`config.mk`:
```
export PLATFORM = sky130hd
export DESIGN_NAME = priority_scan_encoder
export DESIGN_NICKNAME = d
export VERILOG_FILES = /design/src/rtl/pse_pkg.sv /design/src/rtl/pse_find_first.sv /design/src/rtl/priority_scan_encoder.sv
export SDC_FILE = /design/constraint.sdc
export NUM_CORES = 1
export LEC_CHECK = 0
export BUFFER_PORTS_ARGS = -buffer_cell sky130_fd_sc_hd__buf_2
export CORE_ASPECT_RATIO = 0.7
export CORE_UTILIZATION = 48
export DETAILED_ROUTE_END_ITERATION = 6
export PLACE_DENSITY = 0.86
export SYNTH_ARGS = -nofsm -noshare
export SYNTH_HDL_FRONTEND = slang
export SYNTH_HIERARCHICAL = 1
export SYNTH_SLANG_ARGS = --single-unit
export TNS_END_PERCENT = 5
```
`constraint.sdc`:
```
create_clock -name clk -period 2.2 [get_ports clk]
set_clock_uncertainty 0.05 [all_clocks]
set_input_delay 0.22 -clock clk [delete_from_list [all_inputs] [get_ports clk]]
set_output_delay 0.22 -clock clk [all_outputs]
set_load 0.05 [all_outputs]
```
`src/rtl/pse_pkg.sv`:
```
// Shared types and helpers for the priority scan encoder.
// Optional macro PSE_POPCOUNT_EN is consumed by priority_scan_encoder.
package pse_pkg;

   typedef enum logic {
      IDLE = 1'b0,
      EMIT = 1'b1
   } pse_state_e;

   localparam int unsigned PSE_NONE_IDX = 0;

   function automatic int pse_idx_w(input int width);
      return (width < 2) ? 1 : $clog2(width);
   endfunction

endpackage

```
`src/rtl/pse_find_first.sv`:
```
// Combinational priority finder: winning index, any-set flag and
// exactly-one-set flag for a request vector.
module pse_find_first #(
   parameter int WIDTH     = 16,
   parameter int IDX_W     = 4,
   parameter bit MSB_FIRST = 1'b1
) (
   input  logic [WIDTH-1:0] vec,
   output logic [IDX_W-1:0] idx,
   output logic             any,
   output logic             onehot_single
);

   // Later assignments win, so the scan direction selects the priority.
   always_comb begin
      idx = '0;
      if (MSB_FIRST) begin
         for (int i = 0; i < WIDTH; i++) begin
            if (vec[i]) idx = IDX_W'(i);
         end
      end else begin
         for (int i = WIDTH - 1; i >= 0; i--) begin
            if (vec[i]) idx = IDX_W'(i);
         end
      end
   end

   assign any           = |vec;
   assign onehot_single = any && ((vec & (vec - WIDTH'(1))) == '0);

endmodule

```
`src/rtl/priority_scan_encoder.sv`:
```
// Registered priority scan encoder: accepts a request vector and emits every
// set index in priority order. Macro PSE_POPCOUNT_EN adds the set_count port.
//
// state | meaning
// IDLE  | ready for a new vector, no beats
// EMIT  | draining pending, one beat per handshake
module priority_scan_encoder
   import pse_pkg::*;
#(
   parameter int WIDTH     = 16,
   parameter int IDX_W     = pse_idx_w(WIDTH),
   parameter bit MSB_FIRST = 1'b1
) (
   input  logic             clk,
   input  logic             rst_n,
   input  logic             in_valid,
   output logic             in_ready,
   input  logic [WIDTH-1:0] in_data,
   input  logic             abort,
   output logic             out_valid,
   input  logic             out_ready,
   output logic [IDX_W-1:0] out_idx,
   output logic             out_none,
   output logic             out_last,
   output logic             busy
`ifdef PSE_POPCOUNT_EN
  ,output logic [IDX_W:0]   set_count
`endif
);

   pse_state_e       state_q, state_d;
   logic [WIDTH-1:0] pending_q, pending_d;
   logic [IDX_W-1:0] ff_idx;
   logic             ff_any;
   logic             ff_single;
   logic             emit;
   logic             beat;

   pse_find_first #(
      .WIDTH     (WIDTH),
      .IDX_W     (IDX_W),
      .MSB_FIRST (MSB_FIRST)
   ) u_find_first (
      .vec           (pending_q),
      .idx           (ff_idx),
      .any           (ff_any),
      .onehot_single (ff_single)
   );

   assign emit      = (state_q == EMIT);
   assign in_ready  = !emit;
   assign out_valid = emit;
   assign busy      = emit;
   assign out_none  = emit && !ff_any;
   assign out_last  = emit && (ff_single || !ff_any);
   assign out_idx   = ff_any ? ff_idx : IDX_W'(PSE_NONE_IDX);
   assign beat      = emit && out_ready && !abort;

   always_comb begin
      state_d   = state_q;
      pending_d = pending_q;
      case (state_q)
         IDLE: begin
            if (in_valid) begin
               pending_d = in_data;
               state_d   = EMIT;
            end
         end
         EMIT: begin
            if (abort) begin
               pending_d = '0;
               state_d   = IDLE;
            end else if (out_ready) begin
               pending_d = pending_q & ~(WIDTH'(1) << ff_idx);
               if (out_last) state_d = IDLE;
            end
         end
         default: begin
            pending_d = '0;
            state_d   = IDLE;
         end
      endcase
   end

   always_ff @(posedge clk or negedge rst_n) begin
      if (!rst_n) begin
         state_q   <= IDLE;
         pending_q <= '0;
      end else begin
         state_q   <= state_d;
         pending_q <= pending_d;
      end
   end

`ifdef PSE_POPCOUNT_EN
   logic [IDX_W:0] count_q, count_d;
   logic [IDX_W:0] in_pop;

   always_comb begin
      in_pop = '0;
      for (int i = 0; i < WIDTH; i++) begin
         in_pop = in_pop + (IDX_W + 1)'(in_data[i]);
      end
   end

   always_comb begin
      count_d = count_q;
      if (!emit && in_valid) begin
         count_d = in_pop;
      end else if (emit && abort) begin
         count_d = '0;
      end else if (beat && ff_any) begin
         count_d = count_q - (IDX_W + 1)'(1);
      end
   end

   always_ff @(posedge clk or negedge rst_n) begin
      if (!rst_n) count_q <= '0;
      else        count_q <= count_d;
   end

   assign set_count = count_q;
`endif

endmodule

```
# Yosys cells after proc, flatten, opt, wreduce, memory -nomap -nowiden
# Cells that the tools add are included.
word_totals:
  reg_bits: 17
  in_bits: 21
  output_inout_bits: 9
  elab_cells: 44
op_classes:
  add_sub_neg: 1
  n_eq_ne: 2
  shift: 1
  mux: 25
  bitwise_logic: 4
  n_reduce_logical: 9
ops:
  columns: ["operator", "n"]
  rows:
  - ["16-bit two-way mux", 3]
  - ["4-bit two-way mux", 9]
  - ["16-bit bitwise AND", 2]
  - ["16-bit one-hot mux with 2 select lines", 1]
  - ["16-bit logical NOT", 1]
  - ["16-bit NOT", 1]
  - ["16-bit OR reduction", 1]
  - ["1-bit by 4-bit left shift with 16-bit output, first input constant", 1]
  - ["16-bit by 1-bit subtractor with 16-bit output, second input constant", 1]
  - ["3-bit two-way mux", 4]
  - ["1-bit two-way mux", 5]
  - ["2-bit two-way mux", 2]
  - ["1-bit logical AND", 3]
  - ["3-bit != test, second input constant", 1]
  - ["1-bit logical NOT", 2]
  - ["2-bit != test, second input constant", 1]
  - ["1-bit one-hot mux with 2 select lines", 1]
  - ["2-bit AND reduction", 1]
  - ["1-bit logical OR", 1]
  - ["1-bit NOT", 1]

# Logic depth before layout (Yosys ltp)
depth:
  ltp_word: 21
  mapped_depth: 8
  depth_no_buf: 8

# Modules after synthesis
# The synthesis kept the hierarchy.
modules_own_cells:
  columns: ["mod", "n_inst", "cells_per_inst", "area_per_inst_um2", "seq_area_each_um2"]
  rows:
  - ["priority_scan_encoder", 1, 89, 973.4, 425.4]
  - ["pse_find_first", 1, 47, 292.8, 0.0]

# Worst setup path before layout
# Ideal clock, no wire load.
synth_path:
  kind: "reg-to-output"
  start: "register pending_q[2]"
  end: "output out_last"
  arrival_ns: 2.079
  required_ns: 1.930
  path_slack_ns: -0.149
  stages_incl_launch_ff: 8
  path_buffers: 0
  cell_sequence: "dfrtp_1 -> or4_4 -> nor3_2 -> a22o_2 -> o21ai_2 -> nor4b_2 -> nand2b_1 -> and2_1"
synth_via:
  elab_chain_len: 6
  elab_cells_between_ends: 8
  classes_between: "1 x add/sub; 1 x bitwise; 6 x reduce/logical"
synth_lines:
  columns: ["element", "line", "text"]
  rows:
  - ["start: declaration", "priority_scan_encoder.sv:32", "logic [WIDTH-1:0] pending_q, pending_d;"]
  - ["start signal: assignment", "priority_scan_encoder.sv:91", "pending_q <= pending_d;"]
  - ["16-bit by 1-bit subtractor with 16-bit output", "pse_find_first.sv:29", "assign onehot_single = any && ((vec & (vec - WIDTH'(1))) == '0);"]
  - ["16-bit bitwise AND", "pse_find_first.sv:29", null]
  - ["16-bit logical NOT", "pse_find_first.sv:29", null]
  - ["1-bit logical AND *", "pse_find_first.sv:29", null]
  - ["net ff_single", "priority_scan_encoder.sv:35", "logic ff_single;"]
  - ["1-bit logical OR *", "priority_scan_encoder.sv:55", "assign out_last = emit && (ff_single || !ff_any);"]
  - ["1-bit logical AND *", "priority_scan_encoder.sv:55", null]
  - ["end: declaration", "priority_scan_encoder.sv:24", "output logic out_last,"]
# Mark *: on every way through the listed nets, which the timed path passes. The rest lies on a longest branch.

# Worst setup path in the final report
# Same ends and word-level chain as after synthesis.

==> qor.yml <==
fin_crit_sh_pct: 116
path_clk_slew_ns: 0.07
post_cts_buffers: 0
yosysUniqueCellTypes: 41
top_level_ports: 30
num_vias: 1376
rsz0062_at_grt: "yes"
p_leak_uw: 0.000815
critPathKind: "register to output port"
avgViaCountPerCell: 6.01
power.total_uw: 1880
crit_cells: 8
async_reset_ff_share_pct: 100
clockBufferDepth: 2
die_w_um: 63.4
areaGrowthSynthToFinish_pct: 41.0
cts_tree: "built"
dpl.hpwl_mm: 2.73
rr_worst_depth: 9
seq_area_frac_synth_pct: 33.6
cts_root_buf: "clkbuf_8"
crit_arrival_ns: 2.28
syn_area_um2: 1270
syn-instance-count: 136
drtIter0Drc: 105
grt_pass1_vias: 1283
powerDensity_nw_per_um2: 1060
cts_buffers: 3
gp_congestion: 0.905
die_area_um2: 2850
cap_violations: 0
diodes: 0
ant_nets: 0
htreeDepth: 1
violations: "setup timing"
min_path_cells: 3
crit_slowest_cell: "or4_4"
hold_path.class: "primary input to register"
max-vdd-ir-drop_uv: 741
ys_ff_latch: 17
drive_gt1_share_pct: 43.1
slowest_delay_ns: 0.58
crit_path_start_kind: "register"
yosysWarnings: 6
grt_antenna_before_repair: 0
io_buffers: 29
wl_per_cell_um: 16.3
syn-num-nets: 157
drt-pass1-iter-count: 4
hold_viol: 0
drc_errors: 0
cp.required_ns: 1.93
slew_headroom_pct: 65.0
layout_setup_ws_ns: -0.354
critPathTopFamily: "simple AND/OR/NAND/NOR gates"
nets: 217
path_cells: "or4_4, nor3_4, a22o_2, o21ai_2, nor4b_2, nand2b_1, and2_2, buf_6"
synth-edff-count: 0
rows: 15
die_h_um: 45.0
fin_crit_ns: 2.55
ys.flop_type: "dfrtp_1"
core_um2: 2480
endpoint_kind: "output port"
grtUsageTotal_pct: 28.5
status: "finished, violations left"
cts_sinks: 17
insertion_delay_ns: 0.25
crit_buf_inv: 1
routed_wl_mm: 3.73
tns_ns: -1.00
grt_max_degree: 18
tightestPinTransition_ns: 0.525
fmax_mhz: 392
drv_slew: 0
initial_utilization_pct: 51.1
grt-ovfl-total: 0
avgSynthCellArea_um2: 9.31
setup_viol_count_final: 6
grt_pass1_wl_mm: 6.02
cp_max_fo: 3
==> tightest hold or removal path, stage by stage <==
cell and delay [ns]:
buf_2 0.08, mux2i_1 0.07, o21ai_2 0.10
==> cells in the mapped netlist (3+ instances only) <==
| master | instances | area, um2 |
|---|---|---|
| dfrtp_1 | 17 | 425 |
| mux2i_1 | 16 | 160 |
| o211ai_1 | 13 | 97.6 |
| o21ai_0 | 12 | 60.1 |
| nor2_1 | 9 | 33.8 |
| a21oi_1 | 6 | 30.0 |
| o21ai_1 | 6 | 30.0 |
| and2_1 | 5 | 31.3 |
| nor3_1 | 5 | 25.0 |
| inv_1 | 4 | 15.0 |
| nand2_1 | 3 | 11.3 |
| nand2b_1 | 3 | 18.8 |
| o311ai_0 | 3 | 26.3 |
==> path summary, 6_finish.rpt <==
path / from / end / slack [ns]
max: pending_q[2]$_DFFE_PN0P_ / out_last / -0.35
min: in_data[0] / pending_q[0]$_DFFE_PN0P_ / 0.20
max reg2reg: pending_q[2]$_DFFE_PN0P_ / pending_q[0]$_DFFE_PN0P_ / 0.06
min reg2reg: pending_q[7]$_DFFE_PN0P_ / pending_q[7]$_DFFE_PN0P_ / 0.58
max in group asynchronous: rst_n / busy$_DFF_PN0_ / 1.45
min in group asynchronous: rst_n / pending_q[10]$_DFFE_PN0P_ / 0.37
==> flip-flops by register name (all words and copies together), names as in the netlist <==
| signal | flops |
|---|---|
| busy | 1 |
| pending_q | 16 |
==> power by group <==
part	internal (uW)	switching, uW
logic	519	678
clock network	129	108
registers	379	71.1
total	1030	858
==> per-layer routing <==
layer  vias up  share of wire (%)  wire length [um]  GRT usage (%)
li1        646                  -                 -              -
met1       672                 45              1670           36.5
met2        52                 48              1790           50.9
met3         6                5.9               222           5.30
met4         0                1.4                52           6.82
met5         -                  0                 0              0
==> metrics by stage <==
| stage | hold slack, ns | setup WS, ns | utilization (%) | std cells | area (um2) |
|---|---|---|---|---|---|
| final | 0.198 | -0.354 | 72.1 | 229 | 1790 |
| after global routing | 0.216 | -0.430 | 72.1 | 229 | 1790 |
| after global placement | 0.108 | -0.0912 | 66.5 | 224 | 1650 |
| after floorplan | -0.126 | -0.0220 | - | 136 | 1270 |
| after detailed placement | 0.121 | -0.134 | 66.5 | 224 | 1650 |
| after CTS | 0.200 | -0.329 | 71.2 | 229 | 1760 |
==> cells in the final DEF, fill, tap and decap left out, types with 4 or more instances in the layout <==
master    count
buf_4        31
buf_2        23
nor2_1        8
mux2i_1      16
inv_1         4
o211ai_1     13
buf_6         6
a21oi_1       6
nor3_1        4
dfrtp_1      17
o21ai_0      11
o21ai_1       6
==> area by class of cell <==
| class | instances | area, um2 |
|---|---|---|
| clock buffers | 4 | 45.0 |
| fillers | 204 | 692 |
| inverters | 4 | 15.0 |
| multi-input cells | 109 | 832 |
| flip-flops and latches | 17 | 425 |
| well taps | 34 | 42.5 |
| repair buffers | 61 | 425 |
==> repair_timing <==
item                                    in CTS  in global routing
resized for setup                           20                  5
hold endpoints to repair                    17                  0
pin swaps                                    0                  3
hold buffers                                 1                  0
endpoints found under the setup margin      17                 23
gates cloned                                 0                  0
==> cell families after synthesis <==
| family | count (synthesis) | synth area share, % |
|---|---|---|
| simple gates | 39 | 19.3 |
| fa+ha+maj | 1 | 0.791 |
| compound gates | 53 | 29.1 |
| mux | 16 | 12.6 |
| buf+inv | 10 | 4.64 |
| flops | 17 | 33.6 |
No activity file was read; power rests on OpenSTA's default activity.
